File: config.mk
export PLATFORM = sky130hd
export DESIGN_NAME = timer_capture
export DESIGN_NICKNAME = d
export VERILOG_FILES = /design/src/rtl/timer_capture.sv
export SDC_FILE = /design/constraint.sdc
export NUM_CORES = 1
export LEC_CHECK = 0
export ABC_AREA = 1
export BUFFER_PORTS_ARGS = -buffer_cell sky130_fd_sc_hd__buf_2
export CORE_MARGIN = 5
export CORE_UTILIZATION = 25
export CTS_CLUSTER_SIZE = 10
export DETAILED_ROUTE_END_ITERATION = 6
export PLACE_DENSITY_LB_ADDON = 0.2
export SLEW_MARGIN = 10
export SYNTH_ARGS = -nofsm -noshare
export SYNTH_HDL_FRONTEND = slang
export SYNTH_SLANG_ARGS = --single-unit
File: constraint.sdc
create_clock -name clk -period 3.8 [get_ports clk]
set_input_delay 0.19 -clock clk [delete_from_list [all_inputs] [get_ports clk]]
set_output_delay 0.19 -clock clk [all_outputs]
set_load 0.05 [all_outputs]
File: src/rtl/timer_capture.sv
`default_nettype none
// ============================================================================
// Module   : timer_capture
// Purpose  : Timestamps rising edges of an asynchronous event line against a
//            free-running 8-bit timer and queues {stamp, delta, first} in a
//            small FIFO drained through a valid/ready handshake.
// Revision : 1.0  initial release
// ============================================================================
module timer_capture #(
   parameter int DEPTH = 4
) (
   input  logic                     clk,
   input  logic                     resetn,
   input  logic [7:0]               timer_val,
   input  logic                     event_in,
   input  logic                     cap_ready,
   input  logic                     clr,
   output logic                     cap_valid,
   output logic [7:0]               cap_stamp,
   output logic [7:0]               cap_delta,
   output logic                     cap_first,
   output logic                     ovf,
   output logic [$clog2(DEPTH):0]   level
);

   localparam int AW = $clog2(DEPTH);
   localparam int LW = AW + 1;
   localparam logic [LW-1:0] C_FULL = LW'(DEPTH);

   // Synchronizer chain and registered edge strobe
   logic          sync1_q, sync2_q, sync3_q, strobe_q;

   // FIFO control state
   logic [AW-1:0] wptr_q, wptr_d;
   logic [AW-1:0] rptr_q, rptr_d;
   logic [LW-1:0] level_q, level_d;
   logic          ovf_q, ovf_d;
   logic [7:0]    prev_q, prev_d;
   logic          first_q, first_d;

   // FIFO storage
   logic [7:0]    mem_stamp_q [DEPTH];
   logic [7:0]    mem_delta_q [DEPTH];
   logic          mem_first_q [DEPTH];

   logic          full_w, pop_w, push_w, wr_en_w;
   logic [7:0]    delta_w;

   // Two-flop synchronizer, third stage for edge detect, strobe register.
   // Keeps running during clr; only resetn clears it.
   always_ff @(posedge clk or negedge resetn) begin
      if (!resetn) begin
         sync1_q  <= 1'b0;
         sync2_q  <= 1'b0;
         sync3_q  <= 1'b0;
         strobe_q <= 1'b0;
      end else begin
         sync1_q  <= event_in;
         sync2_q  <= sync1_q;
         sync3_q  <= sync2_q;
         strobe_q <= sync2_q & ~sync3_q;
      end
   end

   assign full_w  = (level_q == C_FULL);
   assign pop_w   = cap_valid & cap_ready;
   // A full FIFO still accepts a write when the head leaves in the same cycle
   assign push_w  = strobe_q & (~full_w | pop_w);
   assign wr_en_w = push_w & ~clr;
   assign delta_w = timer_val - prev_q;

   // Next-state for pointers, occupancy, overflow flag and previous stamp
   always_comb begin
      wptr_d  = wptr_q;
      rptr_d  = rptr_q;
      level_d = level_q;
      ovf_d   = ovf_q;
      prev_d  = prev_q;
      first_d = first_q;
      if (clr) begin
         wptr_d  = '0;
         rptr_d  = '0;
         level_d = '0;
         ovf_d   = 1'b0;
         prev_d  = 8'h00;
         first_d = 1'b1;
      end else begin
         if (push_w) begin
            wptr_d  = wptr_q + 1'b1;
            prev_d  = timer_val;
            first_d = 1'b0;
         end
         if (pop_w) begin
            rptr_d = rptr_q + 1'b1;
         end
         case ({push_w, pop_w})
            2'b10:   level_d = level_q + 1'b1;
            2'b01:   level_d = level_q - 1'b1;
            default: level_d = level_q;
         endcase
         if (strobe_q && full_w && !pop_w) begin
            ovf_d = 1'b1;
         end
      end
   end

   // Control state register
   always_ff @(posedge clk or negedge resetn) begin
      if (!resetn) begin
         wptr_q  <= '0;
         rptr_q  <= '0;
         level_q <= '0;
         ovf_q   <= 1'b0;
         prev_q  <= 8'h00;
         first_q <= 1'b1;
      end else begin
         wptr_q  <= wptr_d;
         rptr_q  <= rptr_d;
         level_q <= level_d;
         ovf_q   <= ovf_d;
         prev_q  <= prev_d;
         first_q <= first_d;
      end
   end

   // FIFO storage write; contents are masked at the output when empty
   always_ff @(posedge clk) begin
      if (wr_en_w) begin
         mem_stamp_q[wptr_q] <= timer_val;
         mem_delta_q[wptr_q] <= delta_w;
         mem_first_q[wptr_q] <= first_q;
      end
   end

   assign cap_valid = (level_q != '0);
   assign cap_stamp = cap_valid ? mem_stamp_q[rptr_q] : 8'h00;
   assign cap_delta = cap_valid ? mem_delta_q[rptr_q] : 8'h00;
   assign cap_first = cap_valid ? mem_first_q[rptr_q] : 1'b0;
   assign ovf       = ovf_q;
   assign level     = level_q;

endmodule
`default_nettype wire
==> key figures <==
Drt
  • DRC: 0
  • Pre-antenna DRT Iters: 4
  • DR vias/cell: 4.09
  • Via count: 2533
  • WL per Instance: 14.0 um
  • DR iter-0 viols: about 180
  • Routed WL: 8670 um
  • Post-DRT Antenna Nets: 0

Global routing
  • Remaining Overflow, GRT: 0
  • Largest net degree at the start of global routing: 36
  • Vias in the first global route: 2569
  • Total GRT Usage: 10.1%
  • First-pass GRT wire length: 14300 um
  • Initial antenna violation count: 0

Yosys
  • Library cells used by synthesis: 31
  • Syn_nets: 383
  • Gate Count Post-Synth: 357
  • Synth Warn #: 0
  • Avg Cell Area, Syn: 11.1 um2
  • Netlist Area Pre-Place: 0.00397 mm2
  • Yosys reg bits: 89
  • Sequential element share of the synthesized area: 64.6%

Critical path
  • Worst setup EP type: output pin
  • Crit path arrival time: 2120 ps
  • CP required: between 3000 and 4000 ps
  • WS Path Type: flip-flop to output pin
  • Crit path max fanout: 19
  • Startpoint Class: flip-flop

Pwr
  • Leak Pwr: 1.85 nW
  • PD cells: 667 mW/mm2
  • Peak VDD IR: 0.000235 V

Floorplanning
  • Ports: 35
  • Starting Density: 25.3%
  • Die Y: approximately 140 um
  • FP Rows: 46
  • Core Area: 0.0157 mm2
  • Die width: 136 um
  • Die area: 0.0185 mm2

Worst hold path
  • Worst hold-check path type: input pin to flip-flop

Layout
  • # fillers: 1636
  • Layout Nets: 424
  • Share of cells above drive strength 1: 17.6%
  • Final core utilization: a little under 30%
  • Area occupied by multi-input gates: 0.00118 mm2
  • Flip-flop and latch area: 0.00257 mm2
  • Commonest non-fill, non-tap cells in the layout: nor2_1 (76), edfxtp_1 (68), o21ai_0 (37)
  • Area Growth Syn to Fin: 17.7%
  • Ant. Diodes: 0
  • Commonest non-fill, non-tap cell in the layout: nor2_1

Timing
  • Crit share post-route: roughly three fifths
  • Max Freq: roughly 0.43 GHz
  • Slew @ Worst Pin: 651 ps
  • Worst slew margin: 56.4%
  • Crit path time final: approximately 2300 ps
  • Final setup viols: 0
  • Skew final: 7.51 ps
  • Post-route setup TNS: 0 ps
  • Fin. Hold Viols: 0
  • RSZ-0062 raised after global routing: false
  • Max Slew Vio Count: 0

Run status
  • Status: completed

Job
  • Max_cap viols: 0

CTS
  • CTS tree: built
  • Skew-Pair Late Insertion Delay: 330 ps
  • Setup bufs post-CTS: 0
  • H-tree depth: 3
  • Worst-path clk slew: 60 ps
  • Clock sink total: 89
  • Clock root buffer: clkbuf_16
  • CTS Buf Count: 9
  • CTS max path bufs: 2

Placement
  • IO buf count: 34
  • DP Wirelength: around 6000 um
  • RD Place Congestion: 0.765
## final timing paths
check | start | to | slack [ps] | cells past startpoint
max in group asynchronous | resetn | first_q$_DFFE_PN1P_ | 3090 | 2
min reg2reg | sync1_q$_DFF_PN0_ | sync2_q$_DFF_PN0_ | 350 | 0
min in group asynchronous | resetn | sync3_q$_DFF_PN0_ | 350 | 2
max | rptr_q[1]$_DFFE_PN0P_ | cap_stamp[0] | 1490 | 5
max reg2reg | level[0]$_DFFE_PN0P_ | mem_stamp_q[0][7]$_DFFE_PP_ | 1680 | 5
min | timer_val[0] | mem_stamp_q[2][0]$_DFFE_PP_ | 120 | 1
## critical path: stages, from the launching register on
cell and delay (ps):
dfrtp_1 740, inv_2 330, nor2_1 190, o21ai_0 100
a21oi_1 130, buf_2 280
## registers in the layout, indices dropped and copies added, names as in the netlist
name	cells
wptr_q	2
mem_stamp_q	32
sync2_q	1
first_q	1
sync3_q	1
rptr_q	2
prev_q	8
ovf	1
mem_delta_q	32
strobe_q	1
level	3
mem_first_q	4
sync1_q	1
## per-stage QoR
stage / total power, mW / setup WS [ps] / instances / hold slack [ps] / cell area, um2
final: 3.12 / 1490 / 619 / 118 / 4680
after CTS: 3.17 / 1410 / 619 / 104 / 4680
after detailed placement: 2.34 / 1660 / 601 / 191 / 4380
after floorplan: 2.06 / 1460 / 357 / -106 / 3970
after global routing: 3.30 / 1210 / 619 / 111 / 4680
after global placement: 2.34 / 1730 / 601 / 187 / 4380
## synthesized netlist by cell type
library cell  instances  area (um2)
fa_1                  2        40.0
dfstp_2               1        26.3
nor2_1               76         285
o21a_1                1        7.51
nand2_1              21        78.8
buf_4                 3        22.5
clkinv_2              1        5.00
nand3_2               2        20.0
nand3_1              20         100
xor2_1                2        17.5
nand4_1               3        18.8
nand2_4               2        22.5
a21oi_1              24         120
xnor2_1               4        35.0
buf_2                 5        25.0
dfrtp_1              20         500
inv_2                 2        7.51
nand2_2               1        6.26
o21ai_0              37         185
o22ai_1               1        6.26
nor2_4                1        11.3
a21o_1                2        15.0
edfxtp_1             68        2040
a21boi_0              1        7.51
ha_1                 11         138
clkbuf_1              2        7.51
clkbuf_2              1        5.00
inv_1                31         116
o21ai_1               3        15.0
o21ai_2               6        52.6
buf_6                 3        33.8
## kinds of logic after synthesis
| logic type | share of synthesized area, % |
|---|---|
| xor+xnor | 1.32 |
| fa+ha+maj | 4.47 |
| compound gates | 10.3 |
| buf+inv | 5.60 |
| simple gates | 13.7 |
| flops | 64.6 |
## repair_timing
| action | in CTS | in global routing |
|---|---|---|
| hold buffers | 2 | 0 |
| hold endpoints to repair | 21 | 0 |
| gates resized for setup | 0 | 0 |
## final cells by class
type	count	share of cell area, %
flip-flops and latches	89	54.9
multi-input cells	220	25.3
inverters	34	2.76
clock inverters	2	0.268
repair buffers	44	5.35
well taps	216	5.78
clock buffers	14	5.64
## report_power, final
part           switching, mW  leakage, nW  internal (mW)  total (mW)
sequential            0.0466        0.884           1.12        1.17
clock                  0.342        0.133          0.479       0.821
combinational          0.876        0.835          0.253        1.13
## per-layer routing
| metal | routed length (um) | GRT usage (%) | vias up |
|---|---|---|---|
| met3 | 275 | 2.22 | 10 |
| met4 | 160 | 4.03 | 0 |
| met5 | 0 | 0 | - |
| met2 | 3940 | 15.7 | 33 |
| li1 | - | - | 1298 |
| met1 | 4300 | 13.7 | 1192 |
(Power assumes the default switching activity.)
